File: config.mk
export PLATFORM = sky130hd
export DESIGN_NAME = fetch_unit
export DESIGN_NICKNAME = d
export VERILOG_FILES = /design/src/rtl/fetch_unit.sv
export SDC_FILE = /design/constraint.sdc
export NUM_CORES = 1
export LEC_CHECK = 0
export ABC_AREA = 1
export BUFFER_PORTS_ARGS = -buffer_cell sky130_fd_sc_hd__buf_4
export CORE_AREA = 5 5 177 179
export CTS_BUF_LIST = sky130_fd_sc_hd__clkbuf_16
export CTS_CLUSTER_DIAMETER = 150
export CTS_CLUSTER_SIZE = 12
export DETAILED_ROUTE_END_ITERATION = 10
export DIE_AREA = 0 0 182 184
export GPL_TIMING_DRIVEN = 0
export SYNTH_ARGS = -nofsm -noshare
export SYNTH_HDL_FRONTEND = slang
export SYNTH_SLANG_ARGS = --single-unit
File: constraint.sdc
create_clock -name clock -period 1.8 [get_ports clock]
set_input_delay 0.09 -clock clock [delete_from_list [all_inputs] [get_ports clock]]
set_output_delay 0.09 -clock clock [all_outputs]
set_load 0.005 [all_outputs]
File: src/rtl/fetch_unit.sv
// Instruction fetch front end: one outstanding imem request, registered output slot
// plus a one-entry skid toward Decode, and redirect handling that squashes stale fetches.
module fetch_unit #(
   parameter logic [31:0] RESET_PC = 32'h0000_0000,
   parameter logic [31:0] NOP      = 32'h0000_0013
) (
   input  logic        clock,
   input  logic        reset,
   output logic        imemReq,
   output logic [31:0] imemAddr,
   input  logic        imemAck,
   input  logic [31:0] imemData,
   input  logic        redirect,
   input  logic [31:0] redirectPC,
   input  logic        decReady,
   output logic        instrValid,
   output logic [31:0] INSTR,
   output logic [31:0] PC,
   output logic [31:0] PC4
);

   typedef enum logic [1:0] {IDLE, WAIT, DROP} state_t;

   state_t      state_q, state_d;
   logic [31:0] fpc_q, fpc_d;
   logic [31:0] addr_q, addr_d;
   logic        req_q, req_d;
   logic        out_vld_q, out_vld_d;
   logic [31:0] out_instr_q, out_instr_d;
   logic [31:0] out_pc_q, out_pc_d;
   logic [31:0] out_pc4_q, out_pc4_d;
   logic        skid_vld_q, skid_vld_d;
   logic [31:0] skid_instr_q, skid_instr_d;
   logic [31:0] skid_pc_q, skid_pc_d;
   logic        xfer, ack;

   always_comb begin
      xfer         = out_vld_q & decReady;
      ack          = imemAck & req_q;
      state_d      = state_q;
      fpc_d        = fpc_q;
      addr_d       = addr_q;
      out_vld_d    = out_vld_q;
      out_instr_d  = out_instr_q;
      out_pc_d     = out_pc_q;
      out_pc4_d    = out_pc4_q;
      skid_vld_d   = skid_vld_q;
      skid_instr_d = skid_instr_q;
      skid_pc_d    = skid_pc_q;

      if (xfer) begin
         out_vld_d  = skid_vld_q;
         skid_vld_d = 1'b0;
         if (skid_vld_q) begin
            out_instr_d = skid_instr_q;
            out_pc_d    = skid_pc_q;
            out_pc4_d   = skid_pc_q + 32'd4;
         end
      end

      // Redirect wins over everything; an in-flight request must still be drained in DROP.
      if (redirect) begin
         fpc_d      = redirectPC & 32'hFFFF_FFFC;
         out_vld_d  = 1'b0;
         skid_vld_d = 1'b0;
         unique case (state_q)
            WAIT:    state_d = ack ? IDLE : DROP;
            DROP:    state_d = ack ? IDLE : DROP;
            default: state_d = IDLE;
         endcase
      end else begin
         unique case (state_q)
            IDLE: begin
               if (!skid_vld_d) state_d = WAIT;
            end
            WAIT: begin
               if (ack) begin
                  if (!out_vld_q || xfer) begin
                     out_vld_d   = 1'b1;
                     out_instr_d = imemData;
                     out_pc_d    = fpc_q;
                     out_pc4_d   = fpc_q + 32'd4;
                  end else begin
                     skid_vld_d   = 1'b1;
                     skid_instr_d = imemData;
                     skid_pc_d    = fpc_q;
                  end
                  fpc_d   = fpc_q + 32'd4;
                  state_d = skid_vld_d ? IDLE : WAIT;
               end
            end
            default: begin
               if (ack) state_d = IDLE;
            end
         endcase
      end

      req_d = (state_d != IDLE);
      // Latch a new address only when a fresh request starts; DROP keeps the old one.
      if (state_d == WAIT && (state_q != WAIT || ack)) addr_d = fpc_d;
   end

   always_ff @(posedge clock or negedge reset) begin
      if (!reset) begin
         state_q      <= IDLE;
         fpc_q        <= RESET_PC;
         addr_q       <= RESET_PC;
         req_q        <= 1'b0;
         out_vld_q    <= 1'b0;
         out_instr_q  <= NOP;
         out_pc_q     <= RESET_PC;
         out_pc4_q    <= RESET_PC + 32'd4;
         skid_vld_q   <= 1'b0;
         skid_instr_q <= NOP;
         skid_pc_q    <= RESET_PC;
      end else begin
         state_q      <= state_d;
         fpc_q        <= fpc_d;
         addr_q       <= addr_d;
         req_q        <= req_d;
         out_vld_q    <= out_vld_d;
         out_instr_q  <= out_instr_d;
         out_pc_q     <= out_pc_d;
         out_pc4_q    <= out_pc4_d;
         skid_vld_q   <= skid_vld_d;
         skid_instr_q <= skid_instr_d;
         skid_pc_q    <= skid_pc_d;
      end
   end

   assign imemReq    = req_q;
   assign imemAddr   = addr_q;
   assign instrValid = out_vld_q;
   assign INSTR      = out_vld_q ? out_instr_q : NOP;
   assign PC         = out_pc_q;
   assign PC4        = out_pc4_q;

endmodule

==> impl_metrics.csv, run 1 <==
group,metric,value,unit
placed_design,placement.cell_area,13600,um2
logic_synthesis,yosysTopAreaCell,"dfrtp_1",
sta,drv_slew,0,
sta,fin_ws,-0.0698,ns
drt,dr_wl_met3,3220,um
die,starting_utilization_of_the_core_area,39.5,%
logic_synthesis,synthDominantCellAreaShare,47.8,%
drt,drt-pass1-iter-count,6,
critical_path,max_stage_delay,0.39,ns
logic_synthesis,post_synth_main_area_contributors,"dfrtp_1 (48%), nand2_1 (18%), nor2_1 (4.5%)",
die,core_area,29400,um2
cts,clockBufferDepth,3,
critical_path,cells_along_the_critical_path,"inv_2, ha_4, inv_2, nor2_4, buf_4, nand4_2, buf_4, mux2_2",
logic_synthesis,synth_area_per_cell,7.64,um2
min_path,hold_class,"in2async",
logic_synthesis,synth_enable_flop_cells,0,
placed_design,gpl.final_weighted_congestion,0.898,
logic_synthesis,synth-warning-count,0,
grt,globalRouteTotalUtil,24.7,%
power,seq_power_share,42.1,%
drt,met1Wirelength,18700,um
sta,final_clock_period_utilization_by_the_worst_path,104,%
grt,maximum_number_of_pins_on_one_net_before_global_route_repair,100,
drt,overall_via_count_from_detail_route,11500,
drt,wire_per_inst,19.1,um
power,p_sw_share,35.7,%
power,leakage,0.00806,uW
logic_synthesis,register_bit_count_reported_by_yosys,229,
logic_synthesis,ys_async_sr_fraction,100,%
critical_path,setup.worst_path.start_class,"flop",
sta,worst-slew-pin-transition,0.667,ns
placed_design,port_buffers,196,
logic_synthesis,main_combinational_cell_family_by_area_after_synthesis,"simple AND/OR/NAND/NOR gates",
logic_synthesis,yosys.area_share.xor_xnor,0.754,%
grt,globalRouteOverflowTotal,0,
critical_path,endpoint_arrival_time_on_the_critical_path,2.28,ns
die,io_pins,199,
cts,ctsHtreeMaxLevel,1,
logic_synthesis,synthesis.nets,1594,
sta,rsz0062_at_grt,"yes",
power,worst_ir_drop_vdd,0.000717,V
power,powerDensity,1250,nW/um2
final_layout,final_cell_area,16100,um2
grt,grt_antenna_before_repair,0,
drt,viasPerCell,5.10,
critical_path,worstPathBufferInverterCount,4,
die,placement_rows,63,
final_layout,syn2layout_area_growth,39.0,%
critical_path,timing.critical_path.to_type,"flop",
power,comb_power_share,36.3,%
sta,timing.hold.ws,0.0841,ns
grt,number_of_global_route_vias_before_repair,11300,
die,die_w,182,um
final_layout,ratio_of_cells_with_drive_above_1_in_the_final_layout,25.8,%
cts,cts_num_sinks,229,
placed_design,final_hpwl_from_detailed_placement,31500,um
die,die_ht,184,um
die,floorplan.die_area,33500,um2
logic_synthesis,synth_most_common_cell,"nand2_1",
final_layout,diodes,0,
sta,timing.final.crit_period,1.87,ns
power,internal_power,13000,uW
critical_path,crit_fanout,10,
drt,top_signal_layer_used,"met4",
logic_synthesis,postSynthCellCount,1521,
drt,drc_errors,0,
cts,worstSkewPairLatency,0.52,ns
drt,routed_wirelength,43000,um
logic_synthesis,yosys.area_share.adder,0.431,%
critical_path,cp.required,2.21,ns
grt,grt_first_pass_wirelength,65000,um
cts,cts_tree,"done",
flow_run,max-cap-violations,0,
drt,routed-wl-met2,19900,um
sta,skew,0.0138,ns
status,violations,"negative setup slack",
logic_synthesis,yosys-mux-area-fraction,2.81,%
critical_path,ff2ff_setup_slack,-0.07,ns
critical_path,cp_slowest_cell,"dfrtp_1",
sta,hold_viol_final,0,
sta,setup_viol,15,
logic_synthesis,synth-seq-area-share,49.4,%
logic_synthesis,synth-simple-area-share,29.1,%
drt,drt_first_iter_violations,1060,
logic_synthesis,netlist-cell-type-count,38,
status,run_status,"finished with violations",
critical_path,path_class,"reg2reg",
sta,max-slew-margin-rel,55.6,%
logic_synthesis,dominantRegCellSynth,"dfrtp_1",
cts,worst_setup_hold_path_clk_slew,0.06,ns
power,clkPwrFrac,21.6,%
drt,drt.antenna.violating_nets,0,
final_layout,fin_nets,1925,
logic_synthesis,synth_area,11600,um2
critical_path,cpLargestDelayFamily,"buffers and inverters",
power,power.net_switching,7230,uW
logic_synthesis,yosys-top-cells-count,"nand2_1 (550), dfrtp_1 (222), nor2_1 (138), inv_1 (124)",
sta,maxClockFrequency,535,MHz
logic_synthesis,synth-compound-area-share,10.0,%
cts,cts.root.buffer_cell,"clkbuf_16",
cts,cts_inserted_buffers,23,
sequential cells by signal, indices dropped and copies added, names as in the netlist:
register / cells
imemAddr: 32
fpc_q: 32
instrValid: 1
PC: 32
skid_vld_q: 1
out_instr_q: 32
PC4: 32
skid_instr_q: 32
skid_pc_q: 32
imemReq: 1
state_q: 2
power groups by stage:
| stage | Clock [uW] | Sequential, uW | Combinational [uW] |
|---|---|---|---|
| 6_report | 4380 | 8540 | 7350 |
| 5_1_grt | 4670 | 8730 | 8200 |
| 2_1_floorplan | 0 | 8130 | 3280 |
| 4_1_cts | 4470 | 8480 | 6940 |
| 3_3_place_gp | 0 | 8490 | 6280 |
| 3_5_place_dp | 0 | 8530 | 6390 |
cells by family after synthesis:
kind of cell,Yosys count
flops,229
buf+inv,212
fa+ha+maj,4
compound gates,213
xor+xnor,10
mux,29
simple gates,824
layout make-up:
class | instances | area [um2]
clock inverters | 19 | 83.8
inverters | 135 | 519
fillers | 2750 | 13300
well taps | 390 | 488
flip-flops and latches | 229 | 5760
plain buffers | 77 | 686
clock buffers | 23 | 576
repair buffers | 305 | 2600
multi-input cells | 1081 | 5440
repair_timing:
item | 4_1_cts | 5_1_grt
gates resized for setup | 104 | 170
setup buffers | 13 | 25
endpoints found under the setup margin | 251 | 170
pin swaps | 7 | 18
endpoints found under the hold margin | 276 | 0
hold buffers | 65 | 0
cloned | 1 | 4
path summary, 6_finish.rpt:
check	startpoint	to	cells past startpoint
max	state_q[1]	skid_instr_q[6]	8
min	reset	skid_pc_q[30]	2
max reg2reg	state_q[1]	skid_instr_q[6]	8
min reg2reg	imemAddr[8]	imemAddr[8]	2
max in group asynchronous	reset	fpc_q[6]	3
min in group clock	redirect	state_q[0]	5
per-stage QoR:
step           instances  util, %  TNS, ns  setup WS [ns]  power (uW)
4_1_cts             2230     52.4   -0.836        -0.0507       19900
5_1_grt             2259     54.9    -4.45         -0.116       21600
2_1_floorplan       1521        -        0         0.0974       11400
6_report            2259     54.9   -0.684        -0.0698       20300
3_3_place_gp        2107     46.2  -327.97          -1.22       14800
3_5_place_dp        2109     46.4   -68.24         -0.531       14900
metal layers:
layer / vias up / global-route usage (%)
met4: 0 / 6.60
li1: 5552 / -
met1: 5455 / 34.2
met2: 448 / 40.4
met5: - / 0
met3: 71 / 4.33
cell usage in the layout, fill, tap and decap left out, types with 7 or more instances in the layout:
master / instances
nor2_2: 27
o21ai_0: 74
mux2_2: 24
buf_4: 243
a21oi_1: 37
dlygate4sd3_1: 65
buf_6: 17
inv_1: 138
nor2_4: 14
nand3_1: 70
buf_8: 8
nand3b_1: 9
buf_12: 7
a31oi_1: 50
nand2_2: 11
nand2_1: 543
nand4_1: 16
nor3_1: 10
clkbuf_1: 9
dfrtp_2: 14
clkbuf_16: 26
clkbuf_2: 14
xor2_1: 7
o21ai_1: 32
dfrtp_1: 208
inv_2: 11
dfstp_2: 7
nor2_1: 105
No activity file was read; power rests on OpenSTA's default activity.
==> run 2: changes to the inputs <==
==> constraint.sdc (replaced) <==
create_clock -name clock -period 1.8 [get_ports clock]
set_input_delay 0.36 -clock clock [delete_from_list [all_inputs] [get_ports clock]]
set_output_delay 0.36 -clock clock [all_outputs]
set_load 0.005 [all_outputs]
==> run 2 against run 1 <==
  * Highest routed layer unchanged
  * First-iteration DRC count shrank 17%
  * Hold slack lost 0.032 ns
  * Register-to-register slack gained 0.04 ns
  * Setup slack improved by 0.020 ns
  * Global-route usage shrank 0.30 points
  * Sequential cell count unchanged
  * Die area unchanged
  * Critical path depth fell by 3
  * Sequential share of layout area up 1.5 points
  * Critical endpoint is now INSTR[10]
  * Utilization fell by 2.2 points
  * Wire length fell by 2.6%
  * The flow still finishes with violations (negative setup slack)
==> impl_metrics.csv, run 2 (synthesis gave the netlist of run 1 again) <==
group,metric,value,unit
final_layout,final_cell_count_no_fill,2183,
final_layout,diodes,0,
drt,drt.antenna.violating_nets,0,
critical_path,endpoint_arrival_time_on_the_critical_path,1.49,ns
cts,worstSkewPairLatency,0.53,ns
critical_path,ff2ff_path_depth,9,
cts,cts.root.buffer_cell,"clkbuf_16",
die,core_area,29400,um2
critical_path,worstPathBufferInverterCount,4,
drt,drt_first_iter_violations,878,
critical_path,setup.worst_path.start_class,"flop",
status,violations,"negative setup slack",
final_layout,ratio_of_cells_with_drive_above_1_in_the_final_layout,27.7,%
sta,max-slew-margin-rel,55.8,%
final_layout,register_area,5760,um2
drt,routed_wirelength,41900,um
sta,maxClockFrequency,541,MHz
placed_design,placed_cells,2109,
placed_design,final_hpwl_from_detailed_placement,31500,um
final_layout,syn2layout_area_growth,33.5,%
grt,number_of_global_route_vias_before_repair,11100,
sta,setup_viol,54,
grt,grt_antenna_before_repair,0,
final_layout,final_cell_mix,"nand2_1 (524), buf_4 (233), dfrtp_1 (209)",
grt,globalRouteTotalUtil,24.4,%
critical_path,crit_fanout,9,
critical_path,timing.critical_path.to_type,"primary output",
final_layout,fin_nets,1849,
placed_design,port_buffers,196,
sta,final_clock_period_utilization_by_the_worst_path,103,%
min_path,timing.hold.worst.start,"redirectPC[16]",
power,leakage,0.00776,uW
drt,viasPerCell,5.12,
drt,wire_per_inst,19.2,um
placed_design,dpl_worst_slack,-0.531,ns
critical_path,cpLargestDelayFamily,"buffers and inverters",
critical_path,max_stage_delay,0.41,ns
final_layout,total_area_of_multi_input_combinational_cells,5500,um2
placed_design,gpl.final_weighted_congestion,0.898,
sta,timing.final.crit_period,1.85,ns
power,worst_ir_drop_vdd,0.000716,V
drt,drc_errors,0,
flow_run,max-cap-violations,0,
grt,globalRouteOverflowTotal,0,
critical_path,cp.required,1.44,ns
cts,ctsHtreeMaxLevel,1,
die,die_ht,184,um
cts,worst_setup_hold_path_clk_slew,0.07,ns
final_layout,fillers,2857,
critical_path,timing.rr.start,"fpc_q[3]",
sta,fin_ws,-0.0497,ns
die,floorplan.die_area,33500,um2
grt,grt_first_pass_wirelength,64100,um
sta,timing.hold.ws,0.0523,ns
sta,skew,0.0156,ns
sta,hold_viol_final,0,
cts,cts_tree,"done",
cts,cts_num_sinks,229,
sta,drv_slew,0,
min_path,holdPathStages,3,
power,powerDensity,1300,nW/um2
die,io_pins,199,
critical_path,worst-path-stages,5,
drt,overall_via_count_from_detail_route,11200,
final_layout,layout_commonest_cell,"nand2_1",
critical_path,cp_slowest_cell,"dfrtp_1",
power,design_power_total,20200,uW
sta,worst-slew-pin-transition,0.663,ns
die,die_w,182,um
critical_path,ff2ff_setup_slack,-0.03,ns
cts,clockBufferDepth,3,
status,run_status,"finished with violations",
critical_path,startpoint,"instrValid",
drt,drt-pass1-iter-count,5,
die,placement_rows,63,
critical_path,cells_along_the_critical_path,"buf_8, clkbuf_16, nand2_2, inv_1, buf_4",
cts,cts_inserted_buffers,23,
critical_path,path_class,"reg2out",
die,starting_utilization_of_the_core_area,39.5,%
min_path,hold_class,"in2reg",
sta,rsz0062_at_grt,"yes",
grt,maximum_number_of_pins_on_one_net_before_global_route_repair,100,
## run 2: changes by cell type in the layout (fill, tap and decap cells not counted), sizes merged
cell / previous run / this run
clkbuf: 57 / 46
inv: 154 / 153
clkinv: 0 / 1
dlygate4sd3: 65 / 1
nand4: 18 / 17
## run 2: final cells by class
class / instances / area share (%)
plain buffers: 77 / 4.83
clock buffers: 23 / 3.71
clock inverters: 19 / 0.541
inverters: 135 / 3.37
multi-input cells: 1080 / 35.5
flip-flops and latches: 229 / 37.1
well taps: 390 / 3.15
repair buffers: 230 / 11.8
## run 2: routing by layer
| metal | vias to the layer above | GRT usage (%) | wire length [um] |
|---|---|---|---|
| met4 | 0 | 6.42 | 946 |
| met3 | 54 | 4.71 | 3210 |
| met5 | - | 0 | 0 |
| li1 | 5405 | - | - |
| met1 | 5305 | 33.9 | 18500 |
| met2 | 408 | 39.5 | 19300 |
## run 2: where the power goes
group,internal [uW],leakage [uW],switching [uW]
Clock,2320,0.000385,2050
Combinational,3580,0.00455,3650
Sequential,7040,0.00283,1530
## run 2: stage by stage
stage	TNS [ns]	cell area, um2	utilization (%)
2_1_floorplan	0	11600	-
3_3_place_gp	-389.93	13600	46.2
3_5_place_dp	-68.32	13600	46.4
4_1_cts	-2.95	14800	50.3
5_1_grt	-7.78	15500	52.7
6_report	-1.15	15500	52.7
## run 2: worst register-to-register path, cell delays in order, from the launching register on
cell and delay (ns):
dfrtp_2 0.41, ha_4 0.19, inv_1 0.12, nor2_4 0.18
buf_4 0.14, xor2_1 0.27, nand2_1 0.10, a21oi_1 0.20
nand2_1 0.09, nand2_1 0.07
## run 2: path summary, 6_finish.rpt
check,endpoint
max,INSTR[10]
min,fpc_q[16]
max reg2reg,imemAddr[6]
min reg2reg,imemAddr[9]
max in group asynchronous,fpc_q[7]
min in group asynchronous,PC4[26]
## run 2: what timing repair did
action,in CTS,in global routing
endpoints found under the setup margin,251,233
buffers inserted,15,12
gates resized for setup,111,227
cloned,3,1
hold endpoints to repair,50,0
hold buffers,1,0
pin swaps,15,10
